## src/rtl/piero.sv

```systemverilog
// piero: dual-channel priority encoder and BCD-to-decimal decoder with registered outputs
module piero (
  input  logic       clk,
  input  logic       rst_n,
  input  logic [3:0] A,
  input  logic [3:0] B,
  output logic [1:0] YA,
  output logic       EA,
  output logic [9:0] YB,
  output logic       EB
);
  logic [1:0] ya_d;
  logic       ea_d;
  logic [9:0] yb_d;
  logic       eb_d;
  always_comb begin
    ya_d = A[3] ? 2'd3 : A[2] ? 2'd2 : A[1] ? 2'd1 : 2'd0;
    ea_d = ~|A;
    eb_d = B > 4'd9;
    yb_d = eb_d ? 10'd0 : 10'd1 << B;
  end
  always_ff @(posedge clk or negedge rst_n)
    if (!rst_n) begin
      YA <= 2'd0;
      EA <= 1'b0;
      YB <= 10'd0;
      EB <= 1'b0;
    end else begin
      YA <= ya_d;
      EA <= ea_d;
      YB <= yb_d;
      EB <= eb_d;
    end
endmodule

```

## config.mk

```make
export PLATFORM = sky130hd
export DESIGN_NAME = piero
export DESIGN_NICKNAME = d
export VERILOG_FILES = /design/src/rtl/piero.sv
export SDC_FILE = /design/constraint.sdc
export NUM_CORES = 1
export LEC_CHECK = 0
export ABC_AREA = 1
export CAP_MARGIN = 15
export CORE_MARGIN = 5
export CORE_UTILIZATION = 36
export DETAILED_ROUTE_END_ITERATION = 8
export PLACE_DENSITY = 0.77
export SLEW_MARGIN = 10
export SYNTH_ARGS = -nofsm -noshare
export SYNTH_HDL_FRONTEND = slang
export SYNTH_SLANG_ARGS = --single-unit
```

## constraint.sdc

```tcl
create_clock -name clk -period 0.8 [get_ports clk]
set_input_delay 0.16 -clock clk [delete_from_list [all_inputs] [get_ports clk]]
set_output_delay 0.16 -clock clk [all_outputs]
set_load 0.03 [all_outputs]
```

# [Word level (Yosys, flattened, before mapping)]
# Index checks and enable logic that the tools add are counted.
# Widths: inputs -> output; s select.
[word_totals] register_bits=14 input_bits=10 out_inout_bits=14 elab_cells=12
[classes] n_lt_le_gt_ge=1 n_shift=1 n_mux=4 n_reduce_logical=2
[op_table] op="$mux 10" count=1
[op_table] op="$shl 1x4->10 const A" count=1
[op_table] op="$gt 4x4->1 const B" count=1
[op_table] op="$mux 2" count=2
[op_table] op="$reduce_or 4->1" count=1
[op_table] op="$logic_not 1->1" count=1
[op_table] op="$mux 1" count=1

# [Longest topological paths before layout]
[depth] ltp_word=3 mapped_depth=3 depth_no_buf=3

# [Worst setup path after synthesis]
# No wires, ideal clock.
[synth_path] path_type="register to output" startpoint="reg EA" endpoint="out EA" arrival_time_ps=467 setup_slack_ps=173 stages_incl_launch_ff=1 path_buffers=0 path_cell_list="dfrtp_1"
[synth_lines] element="start: declaration" line="8" source="output logic EA,"
[synth_lines] element="start signal: assignment" line="25" source="EA <= 1'b0;"
[synth_lines] element="start signal: assignment" line="30" source="EA <= ea_d;"
# No word-level cell between the ends.

# [Worst setup path in the final report]
[layout_path] startpoint="reg YA[0]" endpoint="out YA[0]"
[layout_lines] element="start: declaration" line="7" source="output logic [1:0] YA,"
[layout_lines] element="start signal: assignment" line="29" source="YA <= ya_d;"
# No word-level cell between the ends.

==> flow_summary.toml <==
[grt]
grt_pass1_wl_um = 1469
grt-ovfl-total = 0
antenna_found_initial = 0
track_usage = 0.09960
first_global_vias = 367
grt_max_degree = 15

[cells_and_area]
stdcell_area_um2 = 784.5
nets = 84
diodes = 0
final_cell_count_no_fill = 87
most-common-layout-cells = "dfrtp_1 (14), buf_6 (14), nor2_1 (13)"
post-route-util = 0.6183
layout-drive-gt1-share = 0.3056
syn2layout_area_growth_pct = 65.87

[sta]
slew_headroom = 0.8808
max_freq_ghz = 1.055
final_max_slew_viol_count = 0
fin_crit_sh = 1.185
fin_ws_ns = -0.1483
period_minus_slack_ns = 0.9483
tightest_slew_ns = 0.1770
rsz0062_at_grt = "true"
hold_violations = 0
setup-violations-final = 14
timing.setup.tns_ns = -1.921

[placement]
dp_hpwl_um = 768
dp_cells = 84
placed_cell_area_um2 = 706.9
io_buffers = 23
gp_congestion = 0.7025

[cts]
cts_buffers = 3
cts_max_level = 1
clkTransAtPathRegs_ns = 0.08
cts_tree = "built"
cts_sinks = 14
cts-hold-fix-buffers = 0
cts-root-buf = "clkbuf_4"
clock_path_buffers = 2

[drt]
post_drt_wl_per_cell_um = 10.62
vias_per_cell = 4.195
drc_errors = 0
drt-initial-drc-count = 4
ant_nets = 0
wl_um = 924
drtPass1Iterations = 3
vias = 365

[power_and_ir_drop]
clkPwrFrac = 0.274
power.switching_uw = 313.6
peakVddDrop_uv = 856.8
switching_share = 0.2370
internal_power_mw = 1.010
pwr-share-comb = 0.167
p_seq_frac = 0.560
leakage_nw = 0.4195
cellPowerDensity_mw_per_mm2 = 1687

[yosys]
syn-instance-count = 45
synth_nets = 55
synth-seq-cells = 14
synth_area_um2 = 473.0
synth.distinct_cells = 7
syn_avg_cell_area_um2 = 10.51
ys_seq_area_frac = 0.7407
yosysWarnings = 0

[critical_path]
crit_arrival_ns = 0.79
crit_buf_inv = 1
critPathRequiredTime_ns = 0.64
path_delay_family = "flip-flops"
cpMaxStageDelayCell = "dfrtp_1"
path_cells = "buf_6"
path_max_fanout = 1
cp-end-kind = "output pin"
cp-start-kind = "flip-flop"
slowest_delay_ns = 0.38
critPathKind = "reg -> out"

[floorplanning]
start_util = 0.3728
die_width_um = 46.25
coreArea_mm2 = 0.001269
ios = 24
dieHeight_um = 46.25
rows = 13
die_area_mm2 = 0.002139

[hold_path]
hold_class = "in -> async"

[run_status]
violations = "negative setup slack"
status = "complete, but fails checks"

[job]
max_cap_viol_count = 0
timing repair:
item,4_1_cts,5_1_grt
buffers inserted,0,0
hold endpoints to repair,0,0
resized for setup,14,1
setup endpoints to repair,14,16
pin swaps,0,0
final timing paths:
kind	from	endpoint	slack (ns)	depth (start not counted)
max in group asynchronous	rst_n	YB[0]	0.46	2
setup / recovery	YA[0]	YA[0]	-0.15	1
hold / removal	rst_n	EA	0.22	2
min in group clk	B[1]	YB[6]	0.22	3
layout make-up:
class                      instances  area [um^2]
timing repair buffer              24        270.3
sequential                        14        350.3
clock buffer                       3        22.52
multi-input combinational         23        92.59
fill                              96        484.2
inverter                           8        30.03
tap                               15        18.77
flip-flops by register name, indices dropped and copies added (netlist names):
| name | count |
|---|---|
| YB | 10 |
| EB | 1 |
| EA | 1 |
| YA | 2 |
cells in the mapped netlist:
master / instances / share of area
dfrtp_1: 14 / 0.74
o21ai_0: 1 / 0.011
inv_2: 2 / 0.016
nor2_1: 13 / 0.10
nand2_1: 7 / 0.056
inv_1: 6 / 0.048
nand2_2: 2 / 0.026
routing by layer:
metal,vias up,share of wire,GRT usage
met2,17,0.49,0.1648
met3,4,0.090,0.01172
met1,159,0.38,0.1114
met5,-,0,0
li1,185,-,-
met4,0,0.036,0.08523
through the flow:
step,hold slack [ns],power (mW),setup slack [ns]
floorplan,-0.1356,0.8378,0.1726
detailed placement,0.5031,0.9593,-0.2360
global placement,0.5040,0.9549,-0.2299
global route,0.2319,1.385,-0.1893
finish,0.2176,1.323,-0.1483
CTS,0.2144,1.341,-0.1583
logic make-up (layout without fill, tap and decap cells):
kind of cell	count (synthesis)	after routing	synth area share
simple gates	22	22	0.1852
buf+inv	8	35	0.06349
compound gates	1	1	0.01057
flops	14	14	0.7407
power by group through the flow:
stage / logic, mW / registers [mW] / clock network, mW
4_1_cts: 0.224 / 0.741 / 0.376
3_5_place_dp: 0.209 / 0.750 / 0
2_1_floorplan: 0.0389 / 0.799 / 0
3_3_place_gp: 0.205 / 0.750 / 0
5_1_grt: 0.238 / 0.742 / 0.405
6_report: 0.221 / 0.740 / 0.362
Power figures use the tool's default switching activity.
